--- config.mk ---
export PLATFORM = sky130hd
export DESIGN_NAME = nand_result_fifo_flat
export DESIGN_NICKNAME = d
export VERILOG_FILES = /design/src/rtl/nand_result_fifo_if.sv /design/src/rtl/nand_result_fifo.sv /design/src/flat_wrapper.sv
export SDC_FILE = /design/constraint.sdc
export NUM_CORES = 1
export LEC_CHECK = 0
export BUFFER_PORTS_ARGS = -buffer_cell sky130_fd_sc_hd__buf_2
export CAP_MARGIN = 40
export CELL_PAD_IN_SITES_DETAIL_PLACEMENT = 1
export CELL_PAD_IN_SITES_GLOBAL_PLACEMENT = 1
export CORE_MARGIN = 4
export CORE_UTILIZATION = 27
export CTS_CLUSTER_DIAMETER = 80
export DETAILED_ROUTE_END_ITERATION = 7
export PLACE_DENSITY = 0.52
export SYNTH_ARGS = -nofsm -noshare
export SYNTH_HDL_FRONTEND = slang
export SYNTH_SLANG_ARGS = --single-unit
--- constraint.sdc ---
create_clock -name clk -period 4.1 [get_ports clk]
set_clock_uncertainty 0.2 [all_clocks]
set_input_delay 0.41 -clock clk [delete_from_list [all_inputs] [get_ports clk]]
set_output_delay 0.41 -clock clk [all_outputs]
set_load 0.1 [all_outputs]
--- src/rtl/nand_result_fifo_if.sv ---
// Result-pair handshake bundle: upstream push side and downstream show-ahead
// pop side of the NAND result FIFO.
interface nand_result_fifo_if #(
  parameter int DATA_W = 4
);
  logic              in_valid;
  logic              in_ready;
  logic              in_scalar;
  logic [DATA_W-1:0] in_vector;
  logic              out_valid;
  logic              out_ready;
  logic              out_scalar;
  logic [DATA_W-1:0] out_vector;

  // Producer/consumer side (drives data in, takes data out)
  modport master (
    output in_valid, in_scalar, in_vector, out_ready,
    input  in_ready, out_valid, out_scalar, out_vector
  );

  // FIFO side
  modport slave (
    input  in_valid, in_scalar, in_vector, out_ready,
    output in_ready, out_valid, out_scalar, out_vector
  );
endinterface

--- src/rtl/nand_result_fifo.sv ---
// Show-ahead synchronous FIFO for scalar/vector NAND result pairs, with
// accepted (wrapping) and dropped (saturating) statistics counters.
module nand_result_fifo #(
  parameter int DATA_W = 4,
  parameter int DEPTH  = 4,
  parameter int CNT_W  = 8
) (
  input  logic                     clk,
  input  logic                     rst_n,
  nand_result_fifo_if.slave        bus,
  output logic [$clog2(DEPTH):0]   level,
  output logic                     full,
  output logic                     empty,
  output logic [CNT_W-1:0]         accept_cnt,
  output logic [CNT_W-1:0]         drop_cnt
);
  localparam int PTR_W = $clog2(DEPTH);
  localparam int LVL_W = PTR_W + 1;

  // Scalar kept in the MSB so a pair is always written and read as one word
  logic [DATA_W:0] mem [DEPTH];
  logic [PTR_W-1:0] wr_ptr;
  logic [PTR_W-1:0] rd_ptr;
  logic [DATA_W:0]  head;
  logic             push;
  logic             pop;
  logic             drop;

  // Status decodes come from registered level only, so no input reaches an output
  assign full  = (level == LVL_W'(DEPTH));
  assign empty = (level == '0);

  assign bus.in_ready  = ~full;
  assign bus.out_valid = ~empty;

  // No pass-through when full: a same-cycle pop does not open a push slot
  assign push = bus.in_valid & ~full;
  assign pop  = bus.out_ready & ~empty;
  assign drop = bus.in_valid & full;

  assign head           = mem[rd_ptr];
  assign bus.out_scalar = empty ? 1'b0 : head[DATA_W];
  assign bus.out_vector = empty ? '0 : head[DATA_W-1:0];

  // Pointer, occupancy and statistics registers; reset wins over push/pop
  always_ff @(posedge clk) begin
    if (!rst_n) begin
      wr_ptr     <= '0;
      rd_ptr     <= '0;
      level      <= '0;
      accept_cnt <= '0;
      drop_cnt   <= '0;
    end else begin
      if (push) begin
        wr_ptr     <= wr_ptr + PTR_W'(1);
        accept_cnt <= accept_cnt + CNT_W'(1);
      end
      if (pop) begin
        rd_ptr <= rd_ptr + PTR_W'(1);
      end
      if (push && !pop) begin
        level <= level + LVL_W'(1);
      end else if (pop && !push) begin
        level <= level - LVL_W'(1);
      end
      if (drop && !(&drop_cnt)) begin
        drop_cnt <= drop_cnt + CNT_W'(1);
      end
    end
  end

  // Storage array is not reset; the write is suppressed during reset anyway
  always_ff @(posedge clk) begin
    if (rst_n && push) begin
      mem[wr_ptr] <= {bus.in_scalar, bus.in_vector};
    end
  end
endmodule

--- src/flat_wrapper.sv ---
// flat-port wrapper written by rule: the top's interface ports become plain ports
module nand_result_fifo_flat 
#(
  parameter int DATA_W = 4,
  parameter int DEPTH  = 4,
  parameter int CNT_W  = 8
)
  (clk, rst_n, level, full, empty, accept_cnt, drop_cnt, bus_in_valid, bus_in_scalar, bus_in_vector, bus_out_ready, bus_in_ready, bus_out_valid, bus_out_scalar, bus_out_vector);
  nand_result_fifo_if #(.DATA_W(DATA_W)) bus_i ();
  input  logic clk;
  input  logic rst_n;
  output logic [$clog2(DEPTH):0] level;
  output logic full;
  output logic empty;
  output logic [CNT_W-1:0] accept_cnt;
  output logic [CNT_W-1:0] drop_cnt;
  input wire logic [$bits(bus_i.in_valid)-1:0] bus_in_valid;
  input wire logic [$bits(bus_i.in_scalar)-1:0] bus_in_scalar;
  input wire logic [$bits(bus_i.in_vector)-1:0] bus_in_vector;
  input wire logic [$bits(bus_i.out_ready)-1:0] bus_out_ready;
  output wire logic [$bits(bus_i.in_ready)-1:0] bus_in_ready;
  output wire logic [$bits(bus_i.out_valid)-1:0] bus_out_valid;
  output wire logic [$bits(bus_i.out_scalar)-1:0] bus_out_scalar;
  output wire logic [$bits(bus_i.out_vector)-1:0] bus_out_vector;
  assign bus_i.in_valid = bus_in_valid;
  assign bus_i.in_scalar = bus_in_scalar;
  assign bus_i.in_vector = bus_in_vector;
  assign bus_i.out_ready = bus_out_ready;
  assign bus_in_ready = bus_i.in_ready;
  assign bus_out_valid = bus_i.out_valid;
  assign bus_out_scalar = bus_i.out_scalar;
  assign bus_out_vector = bus_i.out_vector;
  nand_result_fifo #(.DATA_W(DATA_W), .DEPTH(DEPTH), .CNT_W(CNT_W)) u_core (.clk(clk), .rst_n(rst_n), .bus(bus_i), .level(level), .full(full), .empty(empty), .accept_cnt(accept_cnt), .drop_cnt(drop_cnt));
endmodule
==> Word-level counts from Yosys, hierarchy flattened <==
Memory sizes are Yosys's and may differ from the RTL's. A register that Yosys moved wholly into a read port is not among the register bits.
Cells that the tools add are included.
{ "totals": {"ff_bits": 23, "latchBits": 0, "ramBits": 20, "rom_bits": 0, "inputBits": 9, "out_inout_bits": 28, "elab_cells": 36, "mem_count": 1} }
{ "mem_list": {"columns": ["memory", "words", "width", "rd", "rd_clocked_by_memory_dff", "wr", "line_no", "rtl"], "rows": [
  ["u_core.mem", 4, 5, 1, 1, 1, "nand_result_fifo.sv:21", "logic [DATA_W:0] mem [DEPTH];"]
]} }
{ "op_classes": {"addsub": 6, "n_mul": 0, "div": 0, "magnitude_cmp": 0, "n_eq_ne": 1, "n_shift": 0, "n_mux": 8, "n_bitwise": 5, "n_reduce_logical": 10} }
{ "ops": {"columns": ["cell", "n"], "rows": [
  ["adder 8 x 1 -> 8 bit (second input constant)", 2],
  ["AND reduction 8 bit", 1],
  ["two-way mux 3 bit", 2],
  ["adder 2 x 1 -> 2 bit (second input constant)", 2],
  ["logical AND 1 bit", 4],
  ["two-way mux 2 bit", 2],
  ["two-way mux 4 bit", 1],
  ["adder 3 x 1 -> 3 bit (second input constant)", 1],
  ["AND 1 bit", 3],
  ["equality test 3 bit (second input constant)", 1],
  ["logical NOT 1 bit", 3],
  ["logical NOT 3 bit", 1],
  ["two-way mux 1 bit", 3],
  ["subtractor 3 x 1 -> 3 bit (second input constant)", 1],
  ["NOT 1 bit", 2],
  ["nonzero test 2 bit", 1]
]} }

==> Depth between registers and ports, before layout <==
Gate-level depths: netlist (run 1).
{ "logic_depth": {"depth_word": 7, "depth_mapped": 9, "ltp_nobuf": 8} }

==> Least setup slack after synthesis (run 1) <==
OpenSTA, ideal clock, no wires.
{ "synth_path": {"path_type": "register -> output", "start": "register u_core.level[0]", "end": "output port bus_out_scalar", "t_arrival_ps": 3103, "required_ps": 3490, "path_slack_ps": 387, "stages_incl_launch_ff": 4, "n_path_buf": 1, "cell_sequence": "dfxtp_1 > or3_1 > clkbuf_1 > and2_1"} }
{ "synth_between": {"elab_chain_cells": 2} }
{ "synth_rtl": {"columns": ["item", "line_no", "rtl"], "rows": [
  ["start: declaration", "nand_result_fifo.sv:11", "output logic [$clog2(DEPTH):0] level,"],
  ["start signal: assignment", "nand_result_fifo.sv:62", "level <= level + LVL_W'(1);"],
  ["start signal: assignment", "nand_result_fifo.sv:64", "level <= level - LVL_W'(1);"],
  ["logical NOT 3 bit", "nand_result_fifo.sv:31", "assign empty = (level == '0);"],
  ["two-way mux 1 bit", "nand_result_fifo.sv:42", "assign bus.out_scalar = empty ? 1'b0 : head[DATA_W];"],
  ["end: declaration", "flat_wrapper.sv:23", "output wire logic [$bits(bus_i.out_scalar)-1:0] bus_out_scalar;"]
]} }
No other way between the ends.

==> Final worst setup path (run 1) <==
{ "layout_path": {"start": "register u_core.level[0]", "end": "register u_core.level[2]"} }
{ "layout_between": {"elab_chain_cells": 6, "elab_cells_between_ends": 15, "classes_between": "add/sub: 2; eq/ne: 1; mux: 2; bitwise: 4; reduce/logical: 6"} }
{ "layout_rtl": {"columns": ["item"], "rows": [
  ["parallel branches: the longest is 6 deep, another holds subtractor 3 x 1 -> 3 bit"]
]} }
Parallel ways; which one is timed is not known. The select of a mux whose other input is x is not followed.
A chain may end at the register's enable or synchronous reset.

==> summary.md, run 1 <==
| Metric | Value |
|---|---|
| Status | completed |
| Synthesized area per cell | between 10 and 15 um^2 |
| Max clock buf depth | 2 |
| Sequential area share after synthesis | a little under three fifths |
| CP Cell Sequence | or3_1, nand2_1, ha_1, inv_1, fa_1, xor2_1, or3_1, a21oi_1 |
| Clk root buf | clkbuf_8 |
| IO Count | 37 |
| Antenna diodes | 0 |
| Share of cells above drive strength 1 | ~27% |
| Syn nets | 177 |
| Most frequent cells in the layout | buf_2 (36), dfxtp_1 (25), edfxtp_1 (20) |
| DRT Pass-1 Iters | 4 |
| Global route overflow | 0 |
| Core Area | between 6000 and 7000 um^2 |
| Max incr delay on CP | approximately 0.53 ns |
| Met1 Wirelength | 2010 um |
| Final WL | about 4600 um |
| Most common cell after layout, fill and taps aside | buf_2 |
| Pwr Density | roughly 800 nW/um^2 |
| Total die area | ~8600 um^2 |
| RSZ-0062 raised after global routing | false |
| Post-DRT Antenna Nets | 0 |
| Area Overhead vs Synth | 19.7% |
| CP max-delay cell | or3_1 |
| Crit end category | flip-flop |
| Post CTS Setup Buffer Count | 0 |
| Setup-failing EPs final | 0 |
| Setup_tns | 0 ns |
| WL per Instance | roughly 16 um |
| HP Class | in -> reg |
| Most area-consuming cells after synthesis | edfxtp_1 (31%), dfxtp_1 (26%), mux4_2 (5.8%) |
| DRC | 0 |
| Yosys top cell area share | between 30% and 40% |
| Port Buf Inserts | 36 |
| Via density | about 4.5 |
| P_leak | ~0.0009 uW |
| Worst skew pair latency | 0.29 ns |
| Clock transition at path regs | approximately 0.09 ns |
| First-pass GRT wire length | between 7000 and 8000 um |
| Data arrival time of the critical path | between 2 and 3 ns |
| Overall routing resource usage | between 10 and 15% |
| Die Ht | ~90 um |
| Cts bufs inserted | 5 |
| Post-Syn Instances | 160 |
| Synth cell types | 33 |
| CP startpoint kind | flip-flop |
| Met3 wire length | around 160 um |
| # Max-Cap Violations | 0 |
| Standard-cell rows | 30 |
| Largest net degree at the start of global routing | 24 |
| Worst slew pin tran | 0.506 ns |
| Fmax | about 0.38 GHz |
| Slew margin rel. | 66.5% |
| Yosys warns | 0 |
| Starting density of the core | 28.2% |
| Critical path class | reg -> reg |
| Placer Congestion | 0.768 |
| Initial antenna violation count | 0 |
| Hold-fix buffer count after cts | 0 |
| CTS tree | done |
| Tmin final | 2.62 ns |
| Clk sink count | 45 |
| Die Wd | approximately 93 um |
| WL met2 | roughly 2300 um |
| Initial DRC Count | 38 |
| Post-layout nets | 214 |
| HPWL reported at the end of detailed placement | 3500 um |
| Post-layout util | approximately a third |
| CP Max Fanout | 9 |
| Total design power | approximately 1800 uW |
| Post_cts resized | 0 |
| Synth area leader | edfxtp_1 |
| Peak supply drop | about 0.25 mV |
| # H-tree levels | 2 |
| CP most frequent cell | or3_1 |
| Share of the clock period used by the worst path after layout | 63.8% |
| Post-Place Cell Area | between 2000 and 2500 um^2 |
| Post-Syn Area | 1940 um^2 |
| Filler cells | 775 |
| Top sig layer | met4 |
| Fin area | 2320 um^2 |
| Vias in the first global route | around 1500 |
| Worst path required time | just over 4 ns |
| Post-synthesis register bit count | 45 |
| Slew Limit Fails | 0 |
| DR vias | between 1000 and 1500 |
| Final hold vios | 0 |
logic make-up (layout without fill, tap and decap cells):
logic type               after synthesis  count (layout)  synth area share (%)
AND/OR/NAND/NOR                       56              56                  15.8
XOR/XNOR                              12              12                  5.43
AO/OA/AOI/OAI                         17              17                  5.69
buffers and inverters                 13              51                  2.78
multiplexers                           9               9                  7.89
adder cells (fa/ha/maj)                8               8                  5.56
flip-flops                            45              45                  56.9
metal layers:
layer	vias up	global-route usage, %
met2	23	19.6
met5	-	0
li1	647	-
met3	8	2.92
met1	652	13.3
met4	0	4.03
cell type report:
type / instances / area, um^2 / share of cell area [%]
Sequential cell: 45 / 1100 / 47.5
Multi-Input combinational cell: 102 / 781 / 33.7
Timing Repair Buffer: 36 / 180 / 7.78
Tap cell: 96 / 120 / 5.19
Clock buffer: 6 / 72.6 / 3.13
Clock inverter: 2 / 33.8 / 1.46
Inverter: 7 / 27.5 / 1.19
critical path: cells and delay by family, from the launching register on:
family / cells / cell delay, ns
AOI/OAI and AO/OA: 1 / 0.14
buffers and inverters: 1 / 0.06
adders and majority gates: 2 / 0.57
DFF: 1 / 0.38
xor gates and xnor gates: 1 / 0.17
and+or+nand+nor: 3 / 1.03
metrics by stage:
stage | std cells | hold WS, ns | setup WS, ns
finish | 294 | 0.134 | 1.48
global route | 294 | 0.118 | 1.33
CTS | 294 | 0.124 | 1.45
detailed placement | 286 | 0.316 | 1.47
global placement | 286 | 0.283 | 1.63
floorplan | 160 | 0.285 | 0.387
flip-flops by register name, indices dropped and copies added (netlist names), named ones only:
register and flops:
u_core.wr_ptr 2, u_core.rd_ptr 2, u_core.level 3, u_core.accept_cnt 8, u_core.drop_cnt 8, u_core.mem 20
path summary, 6_finish.rpt:
| path | startpoint | endpoint | slack (ns) | depth (start not counted) |
|---|---|---|---|---|
| worst min-delay path | bus_in_vector[1] | u_core.mem[1][1]$_DFFE_PP_ | 0.13 | 1 |
| worst max-delay path | u_core.level[0]$_SDFFE_PN0P_ | u_core.level[2]$_SDFFE_PN0P_ | 1.48 | 8 |
| worst min register to register | u_core.drop_cnt[7]$_SDFFE_PN0P_ | u_core.drop_cnt[7]$_SDFFE_PN0P_ | 0.32 | 2 |
| worst max register to register | u_core.level[0]$_SDFFE_PN0P_ | u_core.level[2]$_SDFFE_PN0P_ | 1.48 | 8 |
power by group:
part           internal (uW)  total (uW)  switching, uW
sequential               518         575           56.3
combinational            179         929            750
clock                    180         322            142
total                    877        1830            949
synthesized netlist by cell type:
library cell and number:
a21oi_1 6, and2_1 6, and3_1 4, buf_4 1
clkbuf_1 5, clkinv_2 1, dfxtp_1 25, edfxtp_1 20
fa_1 1, ha_1 7, inv_1 4, inv_2 2
mux2i_1 4, mux4_2 5, nand2_1 5, nand3_1 6
nand4_1 3, nand4_4 1, nor2_1 17, nor3_1 4
nor4_1 2, o2111ai_1 1, o211ai_2 1, o21a_1 3
o21ai_0 3, o21ai_1 1, o31ai_1 1, o41ai_1 1
or3_1 5, or3b_4 1, or4_1 2, xnor2_1 5
xor2_1 7
No activity file was read; power rests on OpenSTA's default activity.
==> run 2: changes to the inputs <==
--- a/config.mk
+++ b/config.mk
@@ -5,6 +5,7 @@
 export SDC_FILE = /design/constraint.sdc
 export NUM_CORES = 1
 export LEC_CHECK = 0
+export ABC_AREA = 1
 export BUFFER_PORTS_ARGS = -buffer_cell sky130_fd_sc_hd__buf_2
 export CAP_MARGIN = 40
 export CELL_PAD_IN_SITES_DETAIL_PLACEMENT = 1
@@ -13,7 +14,7 @@
 export CORE_UTILIZATION = 27
 export CTS_CLUSTER_DIAMETER = 80
 export DETAILED_ROUTE_END_ITERATION = 7
-export PLACE_DENSITY = 0.52
+export PLACE_DENSITY = 0.57
 export SYNTH_ARGS = -nofsm -noshare
 export SYNTH_HDL_FRONTEND = slang
 export SYNTH_SLANG_ARGS = --single-unit
==> constraint.sdc (replaced) <==
create_clock -name clk -period 2.4 [get_ports clk]
set_clock_uncertainty 0.2 [all_clocks]
set_input_delay 0.24 -clock clk [delete_from_list [all_inputs] [get_ports clk]]
set_output_delay 0.24 -clock clk [all_outputs]
set_load 0.1 [all_outputs]
==> run 2 against run 1 <==
Net effect: via count up 28%; count of clock-buffer cells in the layout unchanged; wire length up 11%; sequential power up 73%; synthesized cell count up 56%; core utilization up 1.7 points; global-route usage up 0.65 points; power up 86%; critical endpoint is now bus_out_scalar; largest cell class unchanged.
==> summary.md, run 2 <==
| Metric | Value |
|---|---|
| Slew margin rel. | 65.5% (-1.0 points) |
| Post-synthesis register bit count | 45 (unchanged) |
| CTS tree | done |
| Data arrival time of the critical path | 1.81 ns (-0.84 ns) |
| Synth top cells by count | nor2_1 (54), nand2_1 (37), inv_1 (32), dfxtp_1 (25), a21oi_1 (22) |
| RSZ-0062 raised after global routing | false |
| Max clock buf depth | 2 (unchanged) |
| Max incr delay on CP | 0.54 ns (about the same) |
| CP startpoint kind | flip-flop |
| Buf/Inv on CP | 2 (+1) |
| Yosys warns | 0 (unchanged) |
| Post-Place Cell Area | 2470 um^2 (+12%) |
| HP Class | in -> reg |
| Worst slew pin tran | 0.516 ns (+0.00967 ns) |
| Die Wd | 96.1 um (+3.7%) |
| Slew Limit Fails | 0 (unchanged) |
| First-pass GRT wire length | 8550 um (+15%) |
| Most common cell after layout, fill and taps aside | nor2_1 |
| Met1 Wirelength | 2510 um (+25%) |
| DRC | 0 (unchanged) |
| Worst path required time | 1.96 ns (-2.17 ns) |
| Final WL | 5050 um (+11%) |
| Most area-consuming cells after synthesis | edfxtp_1 (29%), dfxtp_1 (24%), nor2_1 (9.7%) |
| Fmax | between 0.4 and 0.5 GHz |
| Vias in the first global route | 1756 (+21%) |
| Met3 wire length | 244 um (+52%) |
| Yosys top cell area share | 28.6% (-2.4 points) |
| Delay-heaviest family, CP | flip-flops |
| Most flop-heavy register | u_core.mem |
| Clk root buf | clkbuf_8 |
| Post-Syn Area | 2100 um^2 (+8.3%) |
| Total die area | 9240 um^2 (+7.6%) |
| Biggest regs | u_core.mem (20), u_core.accept_cnt (8), u_core.drop_cnt (8) |
| Peak supply drop | 0.464 mV (+86%) |
| Critical path class | reg -> out |
| Initial antenna violation count | 0 (unchanged) |
| Top sig layer | met4 |
| Fraction of registers with async set/reset | 0% (unchanged) |
| Port Buf Inserts | 36 (unchanged) |
| Overall routing resource usage | 11.9% (+0.65 points) |
| Post-DRT Antenna Nets | 0 (unchanged) |
| # Max-Cap Violations | 0 (unchanged) |
| Antenna diodes | 0 (unchanged) |
| Pre-CTS setup slack | 0.251 ns (-1.22 ns) |
| Setup_tns | 0 ns (unchanged) |
| Sequential area share after synthesis | 52.5% (-4.4 points) |
| Die Ht | 96.1 um (+3.7%) |
| IO Count | 37 (unchanged) |
| Core Area | 7410 um^2 (+7.9%) |
| Share of cells above drive strength 1 | 22.0% (-4.7 points) |
| Crit end category | output pin |
| CP Cell Sequence | inv_1, o21ai_0, a21oi_4, buf_2 |
| Synth cell types | 24 (-27%) |
| Clock transition at path regs | 0.08 ns (about the same) |
| Max FFs per register | 20 (unchanged) |
| Share of the clock period used by the worst path after layout | 93.9% |
| Setup-failing EPs final | 0 (unchanged) |
| Fin area | 2630 um^2 (+13%) |
| Worst skew pair latency | 0.29 ns (about the same) |
| Via density | 4.30 (-4.8%) |
| Synth area leader | edfxtp_1 |
| Placed cells | 381 (+33%) |
| Cts bufs inserted | 5 (unchanged) |
| Pwr Density | 1290 nW/um^2 (+64%) |
| Starting density of the core | 28.3% (+0.13 points) |
| Global route overflow | 0 (unchanged) |
| Total design power | 3390 uW (+86%) |
| Final std cells w/o fill | 394 (+34%) |
| Largest net degree at the start of global routing | 19 (-21%) |
| Initial DRC Count | 57 (+50%) |
| HPWL reported at the end of detailed placement | 3810 um (+9.0%) |
| WL per Instance | 12.8 um (-17%) |
| Synthesized area per cell | 8.42 um^2 (-30%) |
| P_leak | 0.00107 uW (+17%) |
| DRT Pass-1 Iters | 4 (unchanged) |
| Area Overhead vs Synth | 25.2% |
| Standard-cell rows | 31 (+3.3%) |
| DR vias | 1696 (+28%) |
| Post-Syn Instances | 249 (+56%) |
| Ys flop type | dfxtp_1 |
| Tmin final | 2.25 ns |
| Post-synth EDFFs | 20 (unchanged) |
| Top-count cell post-synth | nor2_1 |
| Clk sink count | 45 (unchanged) |
| Post-layout nets | 311 (+45%) |
| Placer Congestion | 0.716 (-6.7%) |
| # H-tree levels | 2 (unchanged) |
| WL met2 | 2240 um (-3.4%) |
| Syn nets | 266 (+50%) |
| Final hold vios | 0 (unchanged) |
| CP Max Fanout | 11 (+2) |
| Most frequent cells in the layout | nor2_1 (54), nand2_1 (36), buf_2 (36) |
| Setup WS post-layout | 0.147 ns (-1.34 ns) |
| CP max-delay cell | dfxtp_1 |
| Status | completed |
## run 2: timing repair
item	in CTS	in global routing
setup endpoints to repair	0	4
resized for setup	0	8
hold buffers	5	0
setup buffers	0	0
hold endpoints to repair	20	0
## run 2: logic make-up (layout without fill, tap and decap cells)
kind of cell             after synthesis  count (layout)  synth area share [%]
AND/OR/NAND/NOR                      115             115                  23.1
flip-flops                            45              45                  52.5
AO/OA/AOI/OAI                         41              41                  10.5
buffers and inverters                 38              84                  7.88
adder cells (fa/ha/maj)                8               8                  5.13
XOR/XNOR                               2               2                 0.835
## run 2: path summary, 6_finish.rpt
path	slack [ns]	startpoint	end	cells after the start
setup reg to reg	0.26	u_core.level[1]$_SDFFE_PN0P_	u_core.level[2]$_SDFFE_PN0P_	10
hold / removal	0.08	bus_out_ready	u_core.rd_ptr[1]$_SDFFE_PN0P_	3
hold reg to reg	0.28	u_core.accept_cnt[3]$_SDFFE_PN0P_	u_core.accept_cnt[3]$_SDFFE_PN0P_	2
setup / recovery	0.15	flip-flop	bus_out_scalar	4
## run 2: layout make-up
| class | instances | area, um^2 |
|---|---|---|
| inverter | 33 | 133 |
| fill | 899 | 4780 |
| clock inverter | 2 | 35.0 |
| timing repair buffer | 43 | 245 |
| multi-input combinational | 166 | 903 |
| sequential | 45 | 1110 |
| clock buffer | 6 | 72.6 |
| tap | 99 | 124 |
## run 2: per-stage QoR
| stage | hold slack (ns) | util, % |
|---|---|---|
| after floorplan | 0.139 | - |
| after global placement | 0.263 | 33.3 |
| after detailed placement | 0.268 | 33.3 |
| after CTS | 0.0648 | 35.4 |
| after global routing | 0.0981 | 35.4 |
| final | 0.0757 | 35.4 |
## run 2: power breakdown
part	switching (uW)	internal [uW]	total (uW)	leakage (uW)
Sequential	98.8	896	995	0.000387
Clock	261	309	571	0.0000552
Combinational	1490	337	1820	0.000623
## run 2: metal layers
layer,track usage (%),vias up
li1,-,890
met1,15.8,771
met2,18.9,30
met3,3.36,5
met4,3.20,0
met5,0,-
## run 2: worst reg2reg max path, cell delays in order (launching register included)
cell	delay (ns)
dfxtp_4	0.37
nor2_4	0.24
nand2_8	0.09
nand2_2	0.11
ha_1	0.18
inv_1	0.06
fa_1	0.38
nand2_1	0.08
nand3_1	0.09
o21ai_0	0.16
a21oi_1	0.05
